File: src/rtl/score_keeper_if.sv
// Signal bundle between score_keeper and the playfield / victory-detector side.
// The game side is the master; score_keeper attaches through the slave modport.
interface score_keeper_if;
    logic [6:0] winner;
    logic       round_reset;
    logic [6:0] left_score_hex;
    logic [6:0] right_score_hex;
    logic       match_over;
    logic [1:0] match_winner;

    modport master (
        output winner,
        input  round_reset, left_score_hex, right_score_hex, match_over, match_winner
    );

    modport slave (
        input  winner,
        output round_reset, left_score_hex, right_score_hex, match_over, match_winner
    );
endinterface

File: src/rtl/score_keeper.sv
// Tug-of-war match scoring controller: counts round wins, holds each result, then pulses round_reset.
// Optional macro SCORE_HEX_EN selects active-low 7-segment score digits instead of raw binary.
module score_keeper #(
    parameter int unsigned WIN_TARGET  = 3,
    parameter int unsigned HOLD_CYCLES = 50
) (
    input  logic          clk,
    input  logic          reset,
    score_keeper_if.slave bus
);
    localparam int unsigned CW = $clog2(HOLD_CYCLES) + 1;
    localparam logic [6:0] CODE_NONE  = 7'b1110111;
    localparam logic [6:0] CODE_LEFT  = 7'b0001000;
    localparam logic [6:0] CODE_RIGHT = 7'b1000111;
    localparam logic [3:0] TARGET     = 4'(WIN_TARGET);
    localparam logic [CW-1:0] HOLD_LAST = CW'(HOLD_CYCLES - 1);

    typedef enum logic [2:0] {
        S_IDLE,
        S_HOLD,
        S_RESTART,
        S_WAIT_CLEAR,
        S_DONE
    } state_t;

    state_t        state_q, state_d;
    logic [3:0]    left_q, left_d;
    logic [3:0]    right_q, right_d;
    logic [CW-1:0] cnt_q, cnt_d;

    always_ff @(posedge clk or negedge reset) begin
        if (!reset) begin
            state_q <= S_IDLE;
            left_q  <= '0;
            right_q <= '0;
            cnt_q   <= '0;
        end else begin
            state_q <= state_d;
            left_q  <= left_d;
            right_q <= right_d;
            cnt_q   <= cnt_d;
        end
    end

    always_comb begin
        state_d = state_q;
        left_d  = left_q;
        right_d = right_q;
        cnt_d   = cnt_q;
        case (state_q)
            S_IDLE: begin
                if (bus.winner == CODE_LEFT) begin
                    left_d = left_q + 4'd1;
                    if (left_d == TARGET) begin
                        state_d = S_DONE;
                    end else begin
                        state_d = S_HOLD;
                        cnt_d   = '0;
                    end
                end else if (bus.winner == CODE_RIGHT) begin
                    right_d = right_q + 4'd1;
                    if (right_d == TARGET) begin
                        state_d = S_DONE;
                    end else begin
                        state_d = S_HOLD;
                        cnt_d   = '0;
                    end
                end
            end
            S_HOLD: begin
                cnt_d = cnt_q + CW'(1);
                if (cnt_q == HOLD_LAST) begin
                    state_d = S_RESTART;
                end
            end
            S_RESTART: begin
                state_d = S_WAIT_CLEAR;
            end
            S_WAIT_CLEAR: begin
                // A lingering win code is deliberately not re-counted here.
                if (bus.winner == CODE_NONE) begin
                    state_d = S_IDLE;
                end
            end
            S_DONE: begin
                state_d = S_DONE;
            end
            default: begin
                state_d = S_IDLE;
            end
        endcase
    end

`ifdef SCORE_HEX_EN
    function automatic logic [6:0] score_disp(input logic [3:0] s);
        case (s)
            4'd0:    score_disp = 7'b1000000;
            4'd1:    score_disp = 7'b1111001;
            4'd2:    score_disp = 7'b0100100;
            4'd3:    score_disp = 7'b0110000;
            4'd4:    score_disp = 7'b0011001;
            4'd5:    score_disp = 7'b0010010;
            4'd6:    score_disp = 7'b0000010;
            4'd7:    score_disp = 7'b1111000;
            4'd8:    score_disp = 7'b0000000;
            4'd9:    score_disp = 7'b0010000;
            default: score_disp = 7'b1111111;
        endcase
    endfunction
`else
    function automatic logic [6:0] score_disp(input logic [3:0] s);
        score_disp = {3'b000, s};
    endfunction
`endif

    always_comb begin
        bus.round_reset     = (state_q == S_RESTART);
        bus.match_over      = (state_q == S_DONE);
        bus.match_winner    = 2'b00;
        bus.left_score_hex  = score_disp(left_q);
        bus.right_score_hex = score_disp(right_q);
        if (state_q == S_DONE) begin
            bus.match_winner = (left_q == TARGET) ? 2'b01 : 2'b10;
        end
    end
endmodule

File: src/flat_wrapper.sv
// flat-port wrapper written by rule: the top's interface ports become plain ports
module score_keeper_flat 
#(
    parameter int unsigned WIN_TARGET  = 3,
    parameter int unsigned HOLD_CYCLES = 50
)
  (clk, reset, bus_winner, bus_round_reset, bus_left_score_hex, bus_right_score_hex, bus_match_over, bus_match_winner);
  score_keeper_if bus_i ();
  input  logic clk;
  input  logic reset;
  input wire logic [$bits(bus_i.winner)-1:0] bus_winner;
  output wire logic [$bits(bus_i.round_reset)-1:0] bus_round_reset;
  output wire logic [$bits(bus_i.left_score_hex)-1:0] bus_left_score_hex;
  output wire logic [$bits(bus_i.right_score_hex)-1:0] bus_right_score_hex;
  output wire logic [$bits(bus_i.match_over)-1:0] bus_match_over;
  output wire logic [$bits(bus_i.match_winner)-1:0] bus_match_winner;
  assign bus_i.winner = bus_winner;
  assign bus_round_reset = bus_i.round_reset;
  assign bus_left_score_hex = bus_i.left_score_hex;
  assign bus_right_score_hex = bus_i.right_score_hex;
  assign bus_match_over = bus_i.match_over;
  assign bus_match_winner = bus_i.match_winner;
  score_keeper #(.WIN_TARGET(WIN_TARGET), .HOLD_CYCLES(HOLD_CYCLES)) u_core (.clk(clk), .reset(reset), .bus(bus_i));
endmodule
File: config.mk
export PLATFORM = sky130hd
export DESIGN_NAME = score_keeper_flat
export DESIGN_NICKNAME = d
export VERILOG_FILES = /design/src/rtl/score_keeper_if.sv /design/src/rtl/score_keeper.sv /design/src/flat_wrapper.sv
export SDC_FILE = /design/constraint.sdc
export NUM_CORES = 1
export LEC_CHECK = 0
export ABC_AREA = 1
export CORE_MARGIN = 5
export CORE_UTILIZATION = 45
export CTS_CLUSTER_DIAMETER = 60
export DETAILED_ROUTE_END_ITERATION = 7
export GPL_TIMING_DRIVEN = 0
export PLACE_DENSITY = 0.75
export SLEW_MARGIN = 5
export SYNTH_ARGS = -nofsm -noshare
export SYNTH_HDL_FRONTEND = slang
export SYNTH_SLANG_ARGS = --single-unit
File: constraint.sdc
create_clock -name clk -period 1.4 [get_ports clk]
set_input_delay 0.21 -clock clk [delete_from_list [all_inputs] [get_ports clk]]
set_output_delay 0.21 -clock clk [all_outputs]
set_load 0.02 [all_outputs]
Word level (Yosys, flattened, before mapping)
Cells that the tools add are included.

Add/sub/neg operators: 3. Equal/unequal tests: 16. Multiplexer cells: 14. Reduce and logical (&&, ||, !) cells: 6. Bitwise operators: 1.

Operators by type and width (number): 7-bit 2-to-1 mux (4); 3-bit 2-to-1 mux (6); 3-bit one-hot mux with 5 select lines (1); 7-bit == test (second input constant) (2); 7-bit one-hot mux with 2 select lines (1); 4-bit by 2-bit == test with 1-bit output (second input constant) (3); 4-bit by 1-bit adder with 4-bit output (second input constant) (2); 7-bit by 1-bit adder with 7-bit output (second input constant) (1); 7-bit by 4-bit == test with 1-bit output (second input constant) (1); 7-bit by 6-bit == test with 1-bit output (second input constant) (1); 3-bit by 2-bit == test with 1-bit output (second input constant) (2); 3-bit AND reduction (2); 2-bit 2-to-1 mux (2); 2-bit by 1-bit != test with 1-bit output (second input constant) (2); 4-bit AND reduction (1); 3-bit by 1-bit == test with 1-bit output (second input constant) (1); 3-bit == test (second input constant) (1); 3-bit zero test (1); 3-bit by 1-bit != test with 1-bit output (second input constant) (1); 3-bit by 2-bit != test with 1-bit output (second input constant) (1); 3-bit != test (second input constant) (1); 2-bit AND reduction (1); 2-bit nonzero test (1); 1-bit NOT (1).

Output and inout port bits: 18. Register bits: 18. Logic and storage cells: 44.

Depth between registers and ports, before layout
Word-level depth: 6. Depth in mapped cells: 11.

Least setup slack after synthesis
OpenSTA, ideal clock, no wires.

Path type: reg2out. From: reg u_core.left_q[0]. To: out bus_match_winner[0]. Slack: -0.113 ns. Cell stages (with the launch flop): 4. Arrival: 1.303 ns. Path buffers: 0. Required time: 1.190 ns. Path through: dfrtp_1 ha_1 nand2_1 nor3_1.

Longest elaborated chain between the ends: 3.

RTL lines: start: declaration (RTL line score_keeper.sv:27) `logic [3:0] left_q, left_d;`; start signal: assignment (RTL line score_keeper.sv:39) `left_q <= left_d;`; 4-bit by 2-bit == test with 1-bit output (RTL line score_keeper.sv:123) `bus.match_winner = (left_q == TARGET) ? 2'b01 : 2'b10;`; 2-bit 2-to-1 mux (RTL line score_keeper.sv:123); 2-bit 2-to-1 mux (RTL line score_keeper.sv:122) `if (state_q == S_DONE) begin`; end: declaration (RTL line flat_wrapper.sv:16) `output wire logic [$bits(bus_i.match_winner)-1:0] bus_match_winner;`.

Every way passes these cells.

Worst setup path after layout
From: reg u_core.state_q[1]. To: out bus_match_winner[1].

Longest elaborated chain between the ends: 2.

RTL lines: start: declaration (RTL line score_keeper.sv:26) `state_t state_q, state_d;`; start signal: assignment (RTL line score_keeper.sv:38) `state_q <= state_d;`; 3-bit == test (RTL line score_keeper.sv:122); 2-bit 2-to-1 mux (RTL line score_keeper.sv:122).

Every way passes these cells.

==> results.py <==
metrics = {
    "status": {
        "outcome": "complete, but fails checks",
        "violations": "setup timing",
    },
    "timing": {
        "timing.slew.headroom": 0.451,
        "final-setup-viol-count": 10,
        "fmax_ghz": 0.680,
        "final.period_utilization": 1.05,
        "rsz0062_at_grt": "true",
        "drv_slew": 0,
        "fin_ws_ns": -0.0717,
        "clock-skew-final_ns": 0.00147,
        "hold_violations": 0,
        "worst_pin_slew_ns": 0.821,
        "fin_hold_ws_ns": 0.382,
        "fin_crit_ns": 1.47,
    },
    "floorplanning": {
        "coreArea_um2": 2710,
        "boundaryPins": 27,
        "start_util": 0.460,
        "dieArea_um2": 3920,
        "die_height_um": 62.6,
        "rows": 19,
        "die_w_um": 62.6,
    },
    "global_routing": {
        "overflow": 0,
        "grtUsageTotal": 0.137,
        "antenna_found_initial": 0,
        "grt_pass1_vias": 1126,
        "grt_pass1_wl_um": 4560,
        "grt_max_degree": 19,
    },
    "logic_synthesis": {
        "netlist_instances": 179,
        "synth_area_um2": 1250,
        "ys_types": 24,
        "syn_avg_cell_area_um2": 6.96,
        "ys_seq_elements": 18,
        "ys_seq_area_frac": 0.361,
        "yosysWarnings": 0,
    },
    "power": {
        "seq_power_share": 0.568,
        "p_int_mw": 0.717,
        "p_leak_nw": 0.928,
        "ir_drop_mv": 0.539,
        "clkPwrFrac": 0.343,
        "pwr-share-comb": 0.089,
        "powerDensity_nw_per_um2": 505,
        "power.share.switching": 0.219,
        "switching_power_mw": 0.201,
        "totalPowerFinal_mw": 0.918,
    },
    "worst_setup_path": {
        "critPathCaptureType": "primary output",
        "path_max_fanout": 4,
        "r2r_end": "u_core.cnt_q[4]",
        "worst-r2r-cell-count": 10,
        "critPathKind": "reg2out",
        "crit_arrival_ns": 1.26,
        "r2r_slack_ns": -0.05,
        "crit_required_ns": 1.19,
        "reg2reg_from": "u_core.right_q[1]",
        "crit_path_start_kind": "flip-flop",
    },
    "clock_network": {
        "max-clock-path-buffers": 2,
        "root_buffer": "clkbuf_4",
        "cts_tree": "built",
        "cts.clk_slew.worst_paths_ns": 0.10,
        "cts_buffers": 3,
        "cts_max_level": 1,
        "clk_latency_ns": 0.29,
        "ctsHoldBuffers": 0,
        "clock-sinks": 18,
    },
    "layout": {
        "postLayoutCoreUtil": 0.670,
        "fin_cells": 259,
        "drive_above_1_share": 0.346,
        "area_growth_pct": 45.8,
        "final_nets": 244,
        "num_antenna_cells": 0,
    },
    "drt": {
        "drt_wl_total_um": 2840,
        "firstDrtPassIters": 4,
        "ant_nets": 0,
        "drc": 0,
        "vias": 1224,
        "via_per_inst": 4.73,
        "wire_per_inst_um": 11.0,
        "drt-initial-drc-count": 47,
    },
    "place": {
        "gp_congestion": 0.872,
        "portBuffers": 20,
        "dp.cells": 235,
        "dp_hpwl_um": 1820,
    },
    "hold_path": {
        "hold_path_class": "in2async",
    },
    "flow_run": {
        "cap_violations": 0,
    },
}
[layout by cell type, fill, tap and decap left out, drive strengths merged]
cell	synthesis	routed
or2	4	4
dfrtp	18	18
nand3	15	15
xor2	2	2
nand4	3	3
a21oi	1	1
nor3	4	4
nor2	20	20
conb	1	6
inv	31	31
a21boi	1	1
ha	6	6
clkbuf	0	5
o21ai	9	9
nand3b	2	2
nand2	55	55
a31oi	1	1
clkdlybuf4s50	0	8
dlygate4sd2	0	5
clkdlybuf4s15	0	2
buf	6	30
[Yosys cell counts]
master,count,area (um2)
nand3_1,14,70.1
o21ai_1,3,15.0
nand3b_1,2,15.0
ha_1,6,75.1
nor3_1,3,15.0
nand2_1,54,203
a21oi_1,1,5.00
conb_1,1,3.75
nand3_2,1,10.0
nand4_1,3,18.8
nor3_4,1,16.3
a21boi_1,1,7.51
inv_2,3,11.3
or2_2,4,25.0
nor2_4,2,22.5
dfrtp_1,18,450
o21ai_0,6,30.0
nor2_2,2,12.5
nor2_1,16,60.1
a31oi_1,1,6.26
nand2_2,1,6.26
buf_4,6,45.0
xor2_1,2,17.5
inv_1,28,105
[power groups by stage]
stage               sequential (mW)  combinational, mW  clock [mW]
floorplan                     0.532             0.0414           0
global placement              0.531             0.0803           0
detailed placement            0.531             0.0808           0
CTS                           0.521             0.0815       0.336
global route                  0.521             0.0922       0.356
finish                        0.521             0.0820       0.315
[repair_timing]
item,4_1_cts,5_1_grt
pin swaps,14,11
gates cloned,0,0
setup endpoints to repair,22,21
setup buffers,10,10
resized for setup,47,25
[state kept, by name (all words and copies together), names as in the netlist]
name            flops
u_core.cnt_q        7
u_core.left_q       4
u_core.right_q      4
u_core.state_q      3
[cells by family after synthesis]
group,share of synthesized area
buffers and inverters,0.130
AOI/OAI and AO/OA,0.0512
other,0.00301
DFF,0.361
and+or+nand+nor,0.381
adders and majority gates,0.0602
xor gates and xnor gates,0.0141
[stage by stage]
step | worst slack [ns] | area [um2] | setup TNS, ns
after global placement | -0.322 | 1520 | -4.51
after detailed placement | -0.334 | 1520 | -4.67
final | -0.0717 | 1820 | -0.408
after global routing | -0.165 | 1820 | -1.83
after floorplan | 0.0218 | 1280 | 0
after CTS | -0.0814 | 1680 | -0.351
[worst max-delay path by stage]
stage | slack (ns) | from | cells after the start | to
final | -0.07 | u_core.state_q[1] | 4 | bus_match_winner[1]
after global routing | -0.16 | u_core.state_q[0] | 4 | bus_match_winner[1]
after floorplan | 0.02 | u_core.left_q[0] | 9 | u_core.state_q[0]
after detailed placement | -0.33 | u_core.state_q[1] | 4 | bus_match_winner[1]
after CTS | -0.08 | u_core.state_q[1] | 4 | bus_match_winner[1]
after global placement | -0.32 | u_core.state_q[1] | 4 | bus_match_winner[1]
[worst max-delay path, cell delays in order, from the launching register on]
cell and delay, ns:
dfrtp_2 0.44, nor2_2 0.12, nand2_2 0.09, a31oi_1 0.16, buf_4 0.16
[final cells by class]
| cell class | instances | area (um2) |
|---|---|---|
| multi-input combinational | 129 | 766 |
| timing repair buffer | 40 | 354 |
| clock buffer | 4 | 36.3 |
| inverter | 31 | 119 |
| fill | 239 | 893 |
| sequential | 18 | 458 |
| tap | 31 | 38.8 |
| buffer | 6 | 45.0 |
[per-layer routing]
layer,GRT usage,wire (um)
met3,0.0342,119
met5,0,0
met4,0.0424,44
met2,0.238,1470
met1,0.164,1210
Note: power is estimated with default switching activity, not from simulation.
